[config.mk]
export PLATFORM = sky130hd
export DESIGN_NAME = riscv_test_sequencer
export DESIGN_NICKNAME = d
export VERILOG_FILES = /design/src/rtl/riscv_test_sequencer.sv
export SDC_FILE = /design/constraint.sdc
export NUM_CORES = 1
export LEC_CHECK = 0
export ABC_CLOCK_PERIOD_IN_PS = 9200
export BUFFER_PORTS_ARGS = -buffer_cell sky130_fd_sc_hd__clkbuf_2
export CORE_UTILIZATION = 54
export DETAILED_ROUTE_END_ITERATION = 16
export PLACE_DENSITY = 0.95
export SETUP_SLACK_MARGIN = 0.5
export SKIP_CTS_REPAIR_TIMING = 1
export SLEW_MARGIN = 0
export SYNTH_ARGS = -nofsm -noshare
export SYNTH_HDL_FRONTEND = slang
export SYNTH_SLANG_ARGS = --single-unit
[constraint.sdc]
create_clock -name clk -period 9.2 [get_ports clk]
set_clock_uncertainty 0.05 [all_clocks]
set_input_delay 1.38 -clock clk [delete_from_list [all_inputs] [get_ports clk]]
set_output_delay 1.38 -clock clk [all_outputs]
set_load 0.01 [all_outputs]
[src/rtl/riscv_test_sequencer.sv]
// Run controller for the riscv core: holds it in reset, runs it until a PC self-loop
// or a cycle budget ends the run, then freezes it and streams registers and memory out.
module riscv_test_sequencer #(
    parameter int XLEN         = 32,
    parameter int REG_AW       = 5,
    parameter int MEM_AW       = 7,
    parameter int RESET_CYCLES = 2,
    parameter int MAX_CYCLES   = 25,
    parameter int HALT_REPEAT  = 3,
    parameter int NUM_REGS     = 8,
    parameter int NUM_MEM      = 8
) (
    input  logic              clk,
    input  logic              reset,
    input  logic              start,
    output logic              core_reset,
    output logic              core_en,
    input  logic [XLEN-1:0]   core_pc,
    output logic [REG_AW-1:0] reg_rd_addr,
    input  logic [XLEN-1:0]   reg_rd_data,
    output logic [MEM_AW-1:0] mem_rd_addr,
    input  logic [XLEN-1:0]   mem_rd_data,
    output logic              dump_valid,
    input  logic              dump_ready,
    output logic              dump_is_mem,
    output logic [7:0]        dump_index,
    output logic [XLEN-1:0]   dump_data,
    output logic              busy,
    output logic              done,
    output logic              timeout,
    output logic [31:0]       cycle_count
);

    localparam logic [2:0] S_IDLE = 3'd0;
    localparam logic [2:0] S_HOLD = 3'd1;
    localparam logic [2:0] S_RUN  = 3'd2;
    localparam logic [2:0] S_DREG = 3'd3;
    localparam logic [2:0] S_DMEM = 3'd4;
    localparam logic [2:0] S_DONE = 3'd5;

    localparam int HOLD_W = (RESET_CYCLES > 1) ? $clog2(RESET_CYCLES) : 1;
    localparam int RPT_W  = $clog2(HALT_REPEAT + 2);

    logic [2:0]        r_state;
    logic [HOLD_W-1:0] r_hold_cnt;
    logic [31:0]       r_cycle_cnt;
    logic              r_timeout;
    logic [XLEN-1:0]   r_prev_pc;
    logic              r_prev_vld;
    logic [RPT_W-1:0]  r_rpt;
    logic [7:0]        r_idx;

    logic [31:0]       w_cnt_next;
    logic [RPT_W-1:0]  w_rpt_next;
    logic              w_halt;
    logic              w_budget;
    logic              w_dump_vld;
    logic              w_last_reg;
    logic              w_last_mem;

    // Repeat counter saturates so a disabled halt detector never wraps back to a match.
    always_comb begin
        w_cnt_next = r_cycle_cnt + 32'd1;
        w_rpt_next = '0;
        if (r_prev_vld && (core_pc == r_prev_pc)) begin
            w_rpt_next = (r_rpt == '1) ? r_rpt : r_rpt + RPT_W'(1);
        end
        w_halt   = (HALT_REPEAT != 0) && (w_rpt_next == RPT_W'(HALT_REPEAT));
        w_budget = (w_cnt_next == 32'(MAX_CYCLES));
    end

    assign w_dump_vld = (r_state == S_DREG) || (r_state == S_DMEM);
    assign w_last_reg = (r_idx == 8'(NUM_REGS - 1));
    assign w_last_mem = (r_idx == 8'(NUM_MEM - 1));

    always_ff @(posedge clk) begin
        if (reset) begin
            r_state     <= S_IDLE;
            r_hold_cnt  <= '0;
            r_cycle_cnt <= '0;
            r_timeout   <= 1'b0;
            r_prev_vld  <= 1'b0;
            r_rpt       <= '0;
            r_idx       <= '0;
        end else begin
            case (r_state)
                S_IDLE, S_DONE: begin
                    if (start) begin
                        r_state     <= S_HOLD;
                        r_hold_cnt  <= '0;
                        r_cycle_cnt <= '0;
                        r_timeout   <= 1'b0;
                        r_prev_vld  <= 1'b0;
                        r_rpt       <= '0;
                        r_idx       <= '0;
                    end
                end
                S_HOLD: begin
                    if (r_hold_cnt == HOLD_W'(RESET_CYCLES - 1)) begin
                        r_state <= S_RUN;
                    end else begin
                        r_hold_cnt <= r_hold_cnt + HOLD_W'(1);
                    end
                end
                S_RUN: begin
                    r_cycle_cnt <= w_cnt_next;
                    r_prev_pc   <= core_pc;
                    r_prev_vld  <= 1'b1;
                    r_rpt       <= w_rpt_next;
                    // Halt takes priority when it coincides with the last budgeted cycle.
                    if (w_halt) begin
                        r_state   <= S_DREG;
                        r_timeout <= 1'b0;
                        r_idx     <= '0;
                    end else if (w_budget) begin
                        r_state   <= S_DREG;
                        r_timeout <= 1'b1;
                        r_idx     <= '0;
                    end
                end
                S_DREG: begin
                    if (dump_ready) begin
                        if (w_last_reg) begin
                            r_state <= S_DMEM;
                            r_idx   <= '0;
                        end else begin
                            r_idx <= r_idx + 8'd1;
                        end
                    end
                end
                S_DMEM: begin
                    if (dump_ready) begin
                        if (w_last_mem) begin
                            r_state <= S_DONE;
                        end else begin
                            r_idx <= r_idx + 8'd1;
                        end
                    end
                end
                default: r_state <= S_IDLE;
            endcase
        end
    end

    assign core_reset  = (r_state == S_IDLE) || (r_state == S_HOLD);
    assign core_en     = (r_state == S_RUN);
    assign busy        = (r_state == S_HOLD) || (r_state == S_RUN) || w_dump_vld;
    assign done        = (r_state == S_DONE);
    assign timeout     = r_timeout;
    assign cycle_count = r_cycle_cnt;

    assign dump_valid  = w_dump_vld;
    assign dump_is_mem = (r_state == S_DMEM);
    assign dump_index  = r_idx;
    assign reg_rd_addr = r_idx[REG_AW-1:0];
    assign mem_rd_addr = r_idx[MEM_AW-1:0];
    assign dump_data   = dump_is_mem ? mem_rd_data : reg_rd_data;

endmodule

==> metrics <==
run status=completed; leak pwr=2.44 nW; top cells by instance count after synthesis=49 x dfxtp_1, 49 x nor2_1, 37 x o21ai_0, 37 x xnor2_1, 35 x nand2_1; hold violation count in the final report=0; depth of the most critical reg-to-reg path=8; Port Buf Inserts=190; Worst EP required=7.77 ns; number of vias in the routed layout=approximately 5200; CTS max path bufs=2; register bit total from synthesis=just over 80; H-tree lvl count=3; number of warnings reported in the yosys synthesis log=0; number of design-rule violations left by the first detailed-router iteration=between 400 and 500; total wirelength of the detailed-routed design=between 15000 and 20000 um; CORE AREA=a little over 9000 sq um; commonest register cell after synthesis=dfxtp_1; CTS tree=yes; proportion of register bits with asynchronous set or reset after synthesis=0; post-route fraction of the period consumed by the critical path=0.456; average wire per standard cell=between 15 and 20 um; Clock Sinks=slightly above 80; number of nets produced by synthesis=around 690; number of nets with antenna violations after routing=0; sequence of cells on the critical path=nor2_1 > nand2_1 > buf_4 > clkinv_1 > clkbuf_2; type of origin of the critical path=flip-flop; post-route minimum period=4.19 ns; IO Count=about 190; post-synthesis cell area=about 5300 sq um; maximum resistive drop on vdd=between 90 and 100 uV; class of the most critical hold timing path=flip-flop to flip-flop; vias in the first global route=between 4000 and 5000; Netlist cell types=78; total number of nets in the final design=approximately 840; Post-synth EDFFs=32; number of detailed-routing iterations run before antenna repair=5; overall power consumption=around 900 uW; total global routing overflow=0; cell type contributing the most total cell area after synthesis=dfxtp_1; CP Class=flip-flop to output pin; fraction of final layout cells with drive strength greater than 1=0.368; headroom to the max-slew limit=0.126; Filler Cell Count=727; area added between synthesis and finish=19.6%; DIE AREA=just over 10000 sq um; die extent in y=101 um; count of max-cap constraint violations=0; power per cell area=about 140 nW/um^2; pin count of the biggest net entering global routing=46; reg2reg setup slack=around 5.5 ns; nature of the critical path endpoint=output pin; number of buffers created by CTS=9; Max stage delay cell, worst path=clkinv_1; detail-routed via count per cell=between 6 and 7; cell depth of the worst min-delay path=1; latest clock arrival within the worst-skew pair=0.36 ns; HPWL after detailed placement=11400 um; CP Max Fanout=35; aggregate negative setup slack=0 ns; initial core utilization=0.563; # rows=35; worst hold slack=~0.46 ns; unrepaired setup endpoints after global routing=false; Worst Path Buf+Inv=3; clock root buffer=clkbuf_8; highest clock rate=239 MHz; worst r2r dst=dump_index[7]$_SDFFE_PP0P_; Mean Syn Cell Area=between 9 and 10 sq um; portion of synthesized cell area occupied by the leading cell type=0.187; Crit Reg-Reg Startpoint=r_state[0]$_SDFFE_PP0P_; Die Span X=slightly above 100 um; Data arrival, critical path=between 2 and 3 ns; Setup Viol. Count Final=0; routability-driven placement congestion ratio=1.01; Tot GR Track Use=0.294; synthesized instance count=582; Final Max Slew Viols=0; Crit path max-delay family=buffers and inverters; slew of the pin with the lowest slew margin=1.31 ns; number of remaining DRC errors=0; global-route wire length before repair=between 20000 and 25000 um; worst min-delay path startpoint=r_rpt[1]$_SDFFE_PP0P_; register area share after synthesis=0.370; terminating pin of the worst hold path=r_rpt[1]$_SDFFE_PP0P_; maximum single-stage delay on the critical path=0.74 ns; Clock transition at path regs=0.09 ns; antenna violations before repair=2; Area contributors post-synth=dfxtp_1 19%, edfxtp_1 18%, mux2_2 7.1%, xnor2_1 6.2%, o21ai_0 3.5%
==> flip-flops by register name, summed over array words and instances, names as in the netlist <==
register and count:
cycle_count 32, r_prev_pc 32, dump_index 8, r_rpt 3
r_state 3, r_hold_cnt 1, r_prev_vld 1, timeout 1
==> how the worst max path moves through the flow <==
stage | from | to | slack, ns | cells past startpoint
finish | r_state[0]$_SDFFE_PP0P_ | core_en | 5.01 | 5
global placement | r_state[0]$_SDFFE_PP0P_ | core_en | 5.53 | 5
detailed placement | core_pc[24] | dump_index[7]$_SDFFE_PP0P_ | 5.40 | 9
floorplan | reset | r_prev_pc[0]$_DFFE_PP_ | 5.61 | 3
global route | r_state[0]$_SDFFE_PP0P_ | core_en | 4.88 | 5
CTS | r_state[0]$_SDFFE_PP0P_ | core_en | 5.06 | 5
==> per-stage QoR <==
stage | utilization | instance area [sq um] | instances | worst slack [ns]
6_report | 0.674 | 6290 | 868 | 5.01
3_5_place_dp | 0.654 | 6100 | 850 | 5.40
3_3_place_gp | 0.654 | 6100 | 850 | 5.53
5_1_grt | 0.674 | 6290 | 868 | 4.88
2_1_floorplan | - | 5260 | 582 | 5.61
4_1_cts | 0.674 | 6280 | 866 | 5.06
==> worst reg2reg max path, cell delays in order, from the launching register on <==
cell and delay [ns]:
dfxtp_1 0.62, nor2_1 0.21, nand2_1 0.11, buf_4 0.35, clkinv_1 0.75, o21ai_1 0.72, nor2_1 0.28, o41ai_2 0.39
o31ai_1 0.12
==> report_power, final <==
group	switching [mW]	internal, mW	total, mW
registers	0.0121	0.377	0.389
logic	0.140	0.103	0.243
clock network	0.143	0.103	0.246
==> cells by family (layout without fill, tap and decap cells) <==
kind of cell    count (synthesis)  in the layout  share of synthesized area
simple gates                  206            206                      0.219
compound gates                144            144                      0.186
flops                          81             81                      0.370
buf+inv                        69            224                     0.0688
xor+xnor                       42             42                     0.0700
mux                            36             36                     0.0774
fa+ha+maj                       4              4                    0.00952
other cells                     0              2                          0
==> metal layers <==
layer / wire length [um] / track usage / part of all wire
met3: 1160 / 0.0562 / 0.076
met2: 7650 / 0.499 / 0.50
met4: 579 / 0.164 / 0.038
met5: 0 / 0 / 0
met1: 5930 / 0.351 / 0.39
==> cell type report <==
class / instances / area [sq um] / area share
clock inverter: 7 / 61.3 / 0.00975
clock buffer: 9 / 124 / 0.0197
inverter: 14 / 52.6 / 0.00836
timing repair buffer: 194 / 981 / 0.156
tap: 129 / 161 / 0.0257
sequential: 81 / 1940 / 0.309
multi-input combinational: 432 / 2960 / 0.471
antenna: 2 / 5.00 / 0.000796
==> layout by cell type, fill, tap and decap left out, types with 9 or more instances in the layout <==
| master | n |
|---|---|
| inv_1 | 12 |
| nand4_1 | 22 |
| a21oi_1 | 34 |
| nand2_1 | 35 |
| clkbuf_2 | 190 |
| edfxtp_1 | 32 |
| nand3_1 | 18 |
| nor2_1 | 48 |
| nor3_1 | 22 |
| mux2_2 | 33 |
| xnor2_1 | 37 |
| o21ai_0 | 37 |
| and3_1 | 10 |
| clkbuf_8 | 9 |
| dfxtp_1 | 49 |
| a311oi_1 | 13 |
Power figures use the tool's default switching activity.
